### src/rtl/lutram_fifo_ctrl.sv
// lutram_fifo_ctrl: pointer and flow-control stage that turns an external dual-port LUT RAM
// (one write port, one asynchronous read port) into a synchronous FIFO of 2**addr_width entries.
//
// Optional feature macro: LUTRAM_FIFO_CLEAR_EN
//   Defined:   after reset the block walks every RAM address writing zero (CLEAR state)
//              before accepting traffic (RUN state).
//   Undefined: no clear FSM; the block is in RUN straight out of reset.
//
// Ports:
//   CLK        clock, all state updates on the rising edge
//   RST_N      asynchronous active-low reset
//   ENQ        push request, honoured only when NOT_FULL
//   ENQ_DATA   entry to push
//   NOT_FULL   FIFO can accept an entry this cycle
//   DEQ        pop request, honoured only when NOT_EMPTY
//   FIRST      head entry, valid while NOT_EMPTY
//   NOT_EMPTY  FIFO holds at least one entry
//   COUNT      current occupancy, 0..2**addr_width
//   RAM_WADDR  RAM write address
//   RAM_WDATA  RAM write data
//   RAM_WE     RAM write enable
//   RAM_RADDR  RAM read address
//   RAM_RDATA  RAM asynchronous read data
module lutram_fifo_ctrl #(
    parameter int unsigned addr_width = 4,
    parameter int unsigned data_width = 8
) (
    input  logic                  CLK,
    input  logic                  RST_N,
    input  logic                  ENQ,
    input  logic [data_width-1:0] ENQ_DATA,
    output logic                  NOT_FULL,
    input  logic                  DEQ,
    output logic [data_width-1:0] FIRST,
    output logic                  NOT_EMPTY,
    output logic [addr_width:0]   COUNT,
    output logic [addr_width-1:0] RAM_WADDR,
    output logic [data_width-1:0] RAM_WDATA,
    output logic                  RAM_WE,
    output logic [addr_width-1:0] RAM_RADDR,
    input  logic [data_width-1:0] RAM_RDATA
);

    // Occupancy value meaning "full": 2**addr_width.
    localparam logic [addr_width:0] FullCount = {1'b1, {addr_width{1'b0}}};

    logic [addr_width-1:0] wr_ptr_q, wr_ptr_d;
    logic [addr_width-1:0] rd_ptr_q, rd_ptr_d;
    logic [addr_width:0]   count_q, count_d;

    logic run;
    logic not_full, not_empty;
    logic enq_ok, deq_ok;

`ifdef LUTRAM_FIFO_CLEAR_EN
    typedef enum logic [0:0] {StClear, StRun} state_e;

    state_e                state_q, state_d;
    logic [addr_width-1:0] clr_addr_q, clr_addr_d;

    always_ff @(posedge CLK or negedge RST_N) begin
        if (!RST_N) begin
            state_q    <= StClear;
            clr_addr_q <= '0;
        end else begin
            state_q    <= state_d;
            clr_addr_q <= clr_addr_d;
        end
    end

    always_comb begin
        state_d    = state_q;
        clr_addr_d = clr_addr_q;
        unique case (state_q)
            StClear: begin
                clr_addr_d = clr_addr_q + 1'b1;
                // Last address written this cycle: traffic may start next cycle.
                if (clr_addr_q == {addr_width{1'b1}}) begin
                    state_d = StRun;
                end
            end
            StRun: state_d = StRun;
        endcase
    end

    assign run = (state_q == StRun);
`else
    assign run = 1'b1;
`endif

    // Flags decode only registered state, so ENQ/DEQ never reach them combinationally.
    assign not_full  = run && (count_q != FullCount);
    assign not_empty = run && (count_q != '0);

    assign enq_ok = ENQ && not_full;
    assign deq_ok = DEQ && not_empty;

    assign NOT_FULL  = not_full;
    assign NOT_EMPTY = not_empty;
    assign COUNT     = count_q;
    assign RAM_RADDR = rd_ptr_q;
    assign FIRST     = RAM_RDATA;

    // RST_N gates the write enable directly: the flags reset asynchronously, but ENQ could
    // otherwise still pulse a write while reset is held.
    always_comb begin
        RAM_WE    = enq_ok && RST_N;
        RAM_WADDR = wr_ptr_q;
        RAM_WDATA = ENQ_DATA;
`ifdef LUTRAM_FIFO_CLEAR_EN
        if (state_q == StClear) begin
            RAM_WE    = RST_N;
            RAM_WADDR = clr_addr_q;
            RAM_WDATA = '0;
        end
`endif
    end

    always_comb begin
        wr_ptr_d = wr_ptr_q;
        rd_ptr_d = rd_ptr_q;
        count_d  = count_q;
        if (enq_ok) begin
            wr_ptr_d = wr_ptr_q + 1'b1;
        end
        if (deq_ok) begin
            rd_ptr_d = rd_ptr_q + 1'b1;
        end
        if (enq_ok && !deq_ok) begin
            count_d = count_q + 1'b1;
        end else if (deq_ok && !enq_ok) begin
            count_d = count_q - 1'b1;
        end
    end

    always_ff @(posedge CLK or negedge RST_N) begin
        if (!RST_N) begin
            wr_ptr_q <= '0;
            rd_ptr_q <= '0;
            count_q  <= '0;
        end else begin
            wr_ptr_q <= wr_ptr_d;
            rd_ptr_q <= rd_ptr_d;
            count_q  <= count_d;
        end
    end

endmodule
### config.mk
export PLATFORM = sky130hd
export DESIGN_NAME = lutram_fifo_ctrl
export DESIGN_NICKNAME = d
export VERILOG_FILES = /design/src/rtl/lutram_fifo_ctrl.sv
export SDC_FILE = /design/constraint.sdc
export NUM_CORES = 1
export LEC_CHECK = 0
export BUFFER_PORTS_ARGS = -buffer_cell sky130_fd_sc_hd__buf_2
export CAP_MARGIN = 40
export CORE_UTILIZATION = 43
export DETAILED_ROUTE_END_ITERATION = 6
export HOLD_SLACK_MARGIN = 0.05
export PLACE_DENSITY = 0.91
export SLEW_MARGIN = 20
export SYNTH_ARGS = -nofsm -noshare
export SYNTH_HDL_FRONTEND = slang
export SYNTH_SLANG_ARGS = --single-unit
### constraint.sdc
create_clock -name CLK -period 3.3 [get_ports CLK]
set_input_delay 0.33 -clock CLK [delete_from_list [all_inputs] [get_ports CLK]]
set_output_delay 0.33 -clock CLK [all_outputs]
set_load 0.02 [all_outputs]
==> results of run 1 <==
timing repair:
action                                 CTS  global route
hold buffers                             1             0
setup buffers                            0             0
setup endpoints to repair                0             0
endpoints found under the hold margin   13             0
cells by family after synthesis:
family | after synthesis
buffers and inverters | 20
and+or+nand+nor | 20
AOI/OAI and AO/OA | 15
DFF | 13
xor gates and xnor gates | 8
adders and majority gates | 7
muxes | 4
per-stage QoR:
step / instances / setup slack (ns)
2_1_floorplan: 87 / 0.591
3_3_place_gp: 115 / 0.598
3_5_place_dp: 115 / 0.441
4_1_cts: 120 / 0.415
5_1_grt: 120 / 0.225
6_report: 120 / 0.399
layer usage:
metal	part of all wire, %	vias to the layer above
met2	49	38
met4	1.6	0
li1	-	308
met1	40	318
met3	9.3	6
met5	0	-
registers in the layout, indices dropped and copies added (netlist names):
register   cells
COUNT          5
RAM_RADDR      4
RAM_WADDR      4
power breakdown:
part	total [W]	leakage (nW)	switching [W]	internal (W)
Combinational	0.000572	0.243	0.000331	0.000241
Sequential	0.000364	0.154	0.000119	0.000245
Clock	0.0000941	0.0150	0.0000475	0.0000466
Total	0.00103	0.412	0.000498	0.000533
path summary, 6_finish.rpt:
path | cells past startpoint | slack [ns] | start | endpoint
setup / recovery | 8 | 0.40 | COUNT[3]$_DFFE_PN0P_ | COUNT[4]$_DFFE_PN0P_
hold / removal | 3 | 0.36 | DEQ | RAM_RADDR[0]$_DFFE_PN0P_
setup reg to reg | 8 | 0.40 | COUNT[3]$_DFFE_PN0P_ | COUNT[4]$_DFFE_PN0P_
hold reg to reg | 1 | 0.47 | RAM_WADDR[3]$_DFFE_PN0P_ | RAM_WADDR[3]$_DFFE_PN0P_
max in group asynchronous | 2 | 2.57 | RST_N | RAM_WADDR[1]$_DFFE_PN0P_
min in group asynchronous | 2 | 0.49 | RST_N | RAM_RADDR[0]$_DFFE_PN0P_
tightest hold or removal path: stages:
cell and delay [ns]:
buf_2 0.13, o21ai_4 0.07, xnor2_1 0.06
cell usage in the layout, fill, tap and decap left out, types with 2 or more instances in the layout:
cell type	instances
nor3b_1	2
xnor2_1	5
nand3_1	3
a21oi_1	6
clkbuf_4	3
nand2_1	4
inv_1	2
mux2_1	2
ha_1	6
or4_1	2
o21ai_0	2
o211ai_1	2
dfrtp_1	13
xor2_1	3
buf_2	19
layout make-up:
cell class	count	share of cell area, %
sequential	13	34.3
tap	27	3.56
timing repair buffer	20	11.1
multi-input combinational	54	47.5
inverter	2	0.792
clock buffer	4	2.77
==> flow_summary.toml, run 1 <==
[worst_setup_path]
crit_required_ns = 3.44
cp_num_buf_inv = 1
crit_chain = "or4_4 -> o21ai_4 -> ha_1 -> inv_1 -> ha_1 -> or4_1 -> o211ai_1 -> o211ai_1"
slowest_delay_ns = 0.60
cp_slowest_cell = "or4_4"
startpoint_type = "register"
cp.arrival_ns = 3.04
cp_max_fo = 7
cp_top_family = "simple AND/OR/NAND/NOR gates"
end_kind = "register"
path_class = "register to register"

[yosys]
synth_edf_count = 0
ys_seq_area_share_pct = 35.7
yosys.area_share.xor_xnor_pct = 7.69
syn_area_um2 = 911
synth_area_leaders = "dfrtp_1 36%, buf_4 13%, ha_1 8.2%"
synth-simple-area-share_pct = 14.3
synth_ff_type = "dfrtp_1"
synthMuxAreaShare_pct = 4.81
synth_seq_cells = 13
synth_compound_area_share_pct = 12.2
synthAdderAreaFrac_pct = 10.4
ys_warn_count = 0
synthCells = 87
avgSynthCellArea_um2 = 10.5
synthArstFlopShare_pct = 100
syn_nets = 114
synth_most_common_cell = "buf_4"
yosysTopAreaCellShare_pct = 35.7
synth_top_family_by_area = "buffers and inverters"
synth_top_area_cell = "dfrtp_1"
synth_common_cells = "16 x buf_4, 13 x dfrtp_1, 6 x a21oi_1, 6 x ha_1, 5 x xnor2_1"
synthDistinctLibCells = 33

[detailed_routing]
dr.pass1.iters = 4
wirelength_um = 1720
wl_per_cell_um = 14.4
avgViaCountPerCell = 5.58
drc = 0
drtIter0Drc = 4
drt.antenna.violating_nets = 0
vias = 670

[layout]
fill_cells = 178
multiInputGateArea_um2 = 450
regArea_um2 = 325
area.growth.synth_to_final_pct = 4.12
nNetsFinal = 121
final_area_um2 = 948
utilization_pct = 47.9
n_antenna_cell = 0
layout-drive-gt1-share_pct = 30.1

[clocking]
cts-resized-gates = 0
htree_levels = 1
clock_latency_ns = 0.26
cts_sinks = 13
cts_buffers = 3
cts_tree = "yes"
clock_path_buffers = 2
cts-root-buf = "clkbuf_4"
cts.clk_slew.worst_paths_ns = 0.08

[placement]
dpl_cell_area_um2 = 912
place.gp.congestion = 0.733
portBuffers = 19
dp_hpwl_um = 1340

[sta]
final-hold-violation-count = 0
fin_skew_ns = 0.00603
drv_slew = 0
fin_setup_tns_ns = 0
post-route-min-period_ns = 2.90
hold_ws_ns = 0.365
tightest_slew_ns = 0.563
finalCritPeriodShare_pct = 87.9
relSlewSlack_pct = 62.2
setup_viol_count_final = 0
max_freq_mhz = 345
rsz0062_at_grt = "false"

[floorplan]
rows = 16
dieArea_mm2 = 0.00231
boundaryPins = 52
die_x_um = 48.0
initial_core_util_pct = 46.0
die-height_um = 48.0
core_region_area_mm2 = 0.00198

[global_routing]
use_met3_pct = 5.28
antenna_found_initial = 0
grt_use_met1_pct = 15.0
grt.overflow.total = 0
grt_pass1_vias = 575
grt_most_used_layer = "met2"
grt_max_degree = 15
grt_use_total_pct = 15.1
grt_pass1_wl_um = 2440
grt_use_met2_pct = 28.4

[run]
cap_viol_max_count = 0

[worst_hold_path]
hold_class = "primary input to register"

[power_and_ir_drop]
finalPower_w = 0.00103
vdd_drop_max_v = 0.000403
pwr_density_cell_mw_per_mm2 = 1090
leakagePower_nw = 0.412

[outcome]
outcome = "finished clean"
(Power assumes the default switching activity.)
==> run 2: changes to the inputs <==
Settings changed: CORE_MARGIN set to 4.
==> flow_summary.toml, run 2 (synthesis gave the netlist of run 1 again) <==
[detailed_routing]
drtIter0Drc = 19
drc = 0
dr.pass1.iters = 4
wl_per_cell_um = 15.0
wirelength_um = 1800
drt.antenna.violating_nets = 0
avgViaCountPerCell = 5.44
vias = 653

[global_routing]
grt_use_total_pct = 13.0
antenna_found_initial = 0
grt_most_used_layer = "met2"
use_met3_pct = 4.71
grt.overflow.total = 0
grt_pass1_wl_um = 2790
grt_pass1_vias = 635
grt_max_degree = 15
grt_use_met1_pct = 14.0
grt_use_met2_pct = 23.0

[worst_setup_path]
path_class = "register to register"
cp.arrival_ns = 3.02
rrSetupSlack_ns = 0.43
cp_slowest_cell = "or4_4"
end_kind = "register"
startpoint_type = "register"
slowest_delay_ns = 0.59
cp_max_fo = 7
crit_chain = "or4_4 -> o21ai_4 -> ha_1 -> inv_1 -> ha_1 -> or4_1 -> o211ai_1 -> o211ai_1"
crit_required_ns = 3.45

[layout]
area.growth.synth_to_final_pct = 4.12
n_antenna_cell = 0
layout_commonest_cell = "buf_2"
multiInputGateArea_um2 = 450
fill_cells = 167
mostFrequentLayoutCells = "19 x buf_2, 13 x dfrtp_1, 6 x a21oi_1, 6 x ha_1, 5 x xnor2_1"
layout-drive-gt1-share_pct = 30.1
largest_reg_flops = 5
regArea_um2 = 325
nNetsFinal = 121
utilization_pct = 47.9

[clocking]
clock_path_buffers = 2
hold_buffers = 1
cts.clk_slew.worst_paths_ns = 0.09
clock_latency_ns = 0.28
cts_setup_buffers = 0
cts_buffers = 3
cts-resized-gates = 0
cts_tree = "yes"
cts_sinks = 13
cts-root-buf = "clkbuf_4"
htree_levels = 1

[worst_hold_path]
hold_class = "primary input to register"

[sta]
setup_viol_count_final = 0
fin_setup_tns_ns = 0
drv_slew = 0
tightest_slew_ns = 0.555
rsz0062_at_grt = "false"
fin_skew_ns = 0.00968
finalCritPeriodShare_pct = 86.9
final-hold-violation-count = 0
post-route-min-period_ns = 2.87
max_freq_mhz = 349
relSlewSlack_pct = 62.7

[power_and_ir_drop]
p_sw_w = 0.000506
pwr_density_cell_mw_per_mm2 = 1100
leakagePower_nw = 0.412
clkPwrFrac_pct = 9.7
intPower_w = 0.000537
swShare_pct = 48.5
vdd_drop_max_v = 0.000407
power.share.sequential_pct = 34.7
combPwrFrac_pct = 55.6

[floorplan]
rows = 16
initial_core_util_pct = 46.0
boundaryPins = 52
die_x_um = 54.0
die-height_um = 54.0
core_region_area_mm2 = 0.00198
dieArea_mm2 = 0.00292

[placement]
place.gp.congestion = 0.808
dp_hpwl_um = 1400
portBuffers = 19

[run]
cap_viol_max_count = 0

[outcome]
outcome = "finished clean"
run 2: power groups by stage:
stage	sequential (W)	clock (W)	combinational, W
finish	0.000362	0.000101	0.000579
global route	0.000375	0.000110	0.000640
CTS	0.000361	0.000101	0.000580
detailed placement	0.000365	0	0.000577
global placement	0.000355	0	0.000549
floorplan	0.000435	0	0.000355
run 2: stage by stage:
step                total power (W)  area [um^2]  hold WS, ns  setup slack [ns]  cells
finish                      0.00104          948        0.345             0.432    120
global route                0.00113          948        0.359             0.256    120
CTS                         0.00104          948        0.346             0.456    120
detailed placement         0.000942          912        0.236             0.481    115
global placement           0.000904          912        0.228             0.590    115
floorplan                  0.000790          911       0.0344             0.591     87
run 2: per-layer routing:
metal  vias up  share of wire, %  routed length [um]
met5         -                 0                   0
met2        42                47                 855
met1       294                38                 680
li1        304                 -                   -
met4         0               1.8                  33
met3        13                13                 234
run 2: final cells by class:
cell class / count / share of cell area (%)
clock buffers: 4 / 2.77
inverters: 2 / 0.792
multi-input cells: 54 / 47.5
flip-flops and latches: 13 / 34.3
well taps: 27 / 3.56
repair buffers: 20 / 11.1
run 2: worst max-delay path: cells and delay by family (launching register included):
| family | cells | cell delay [ns] |
|---|---|---|
| DFF | 1 | 0.44 |
| and+or+nand+nor | 2 | 1.08 |
| AOI/OAI and AO/OA | 3 | 0.41 |
| adders and majority gates | 2 | 0.68 |
| buffers and inverters | 1 | 0.15 |
run 2: worst paths after layout:
kind | start | end | cells past startpoint
max | COUNT[3]$_DFFE_PN0P_ | COUNT[4]$_DFFE_PN0P_ | 8
max in group asynchronous | RST_N | RAM_WADDR[1]$_DFFE_PN0P_ | 2
min in group asynchronous | RST_N | RAM_RADDR[0]$_DFFE_PN0P_ | 2
min | DEQ | RAM_RADDR[0]$_DFFE_PN0P_ | 3
min reg2reg | RAM_WADDR[3]$_DFFE_PN0P_ | RAM_WADDR[3]$_DFFE_PN0P_ | 1
max reg2reg | COUNT[3]$_DFFE_PN0P_ | COUNT[4]$_DFFE_PN0P_ | 8
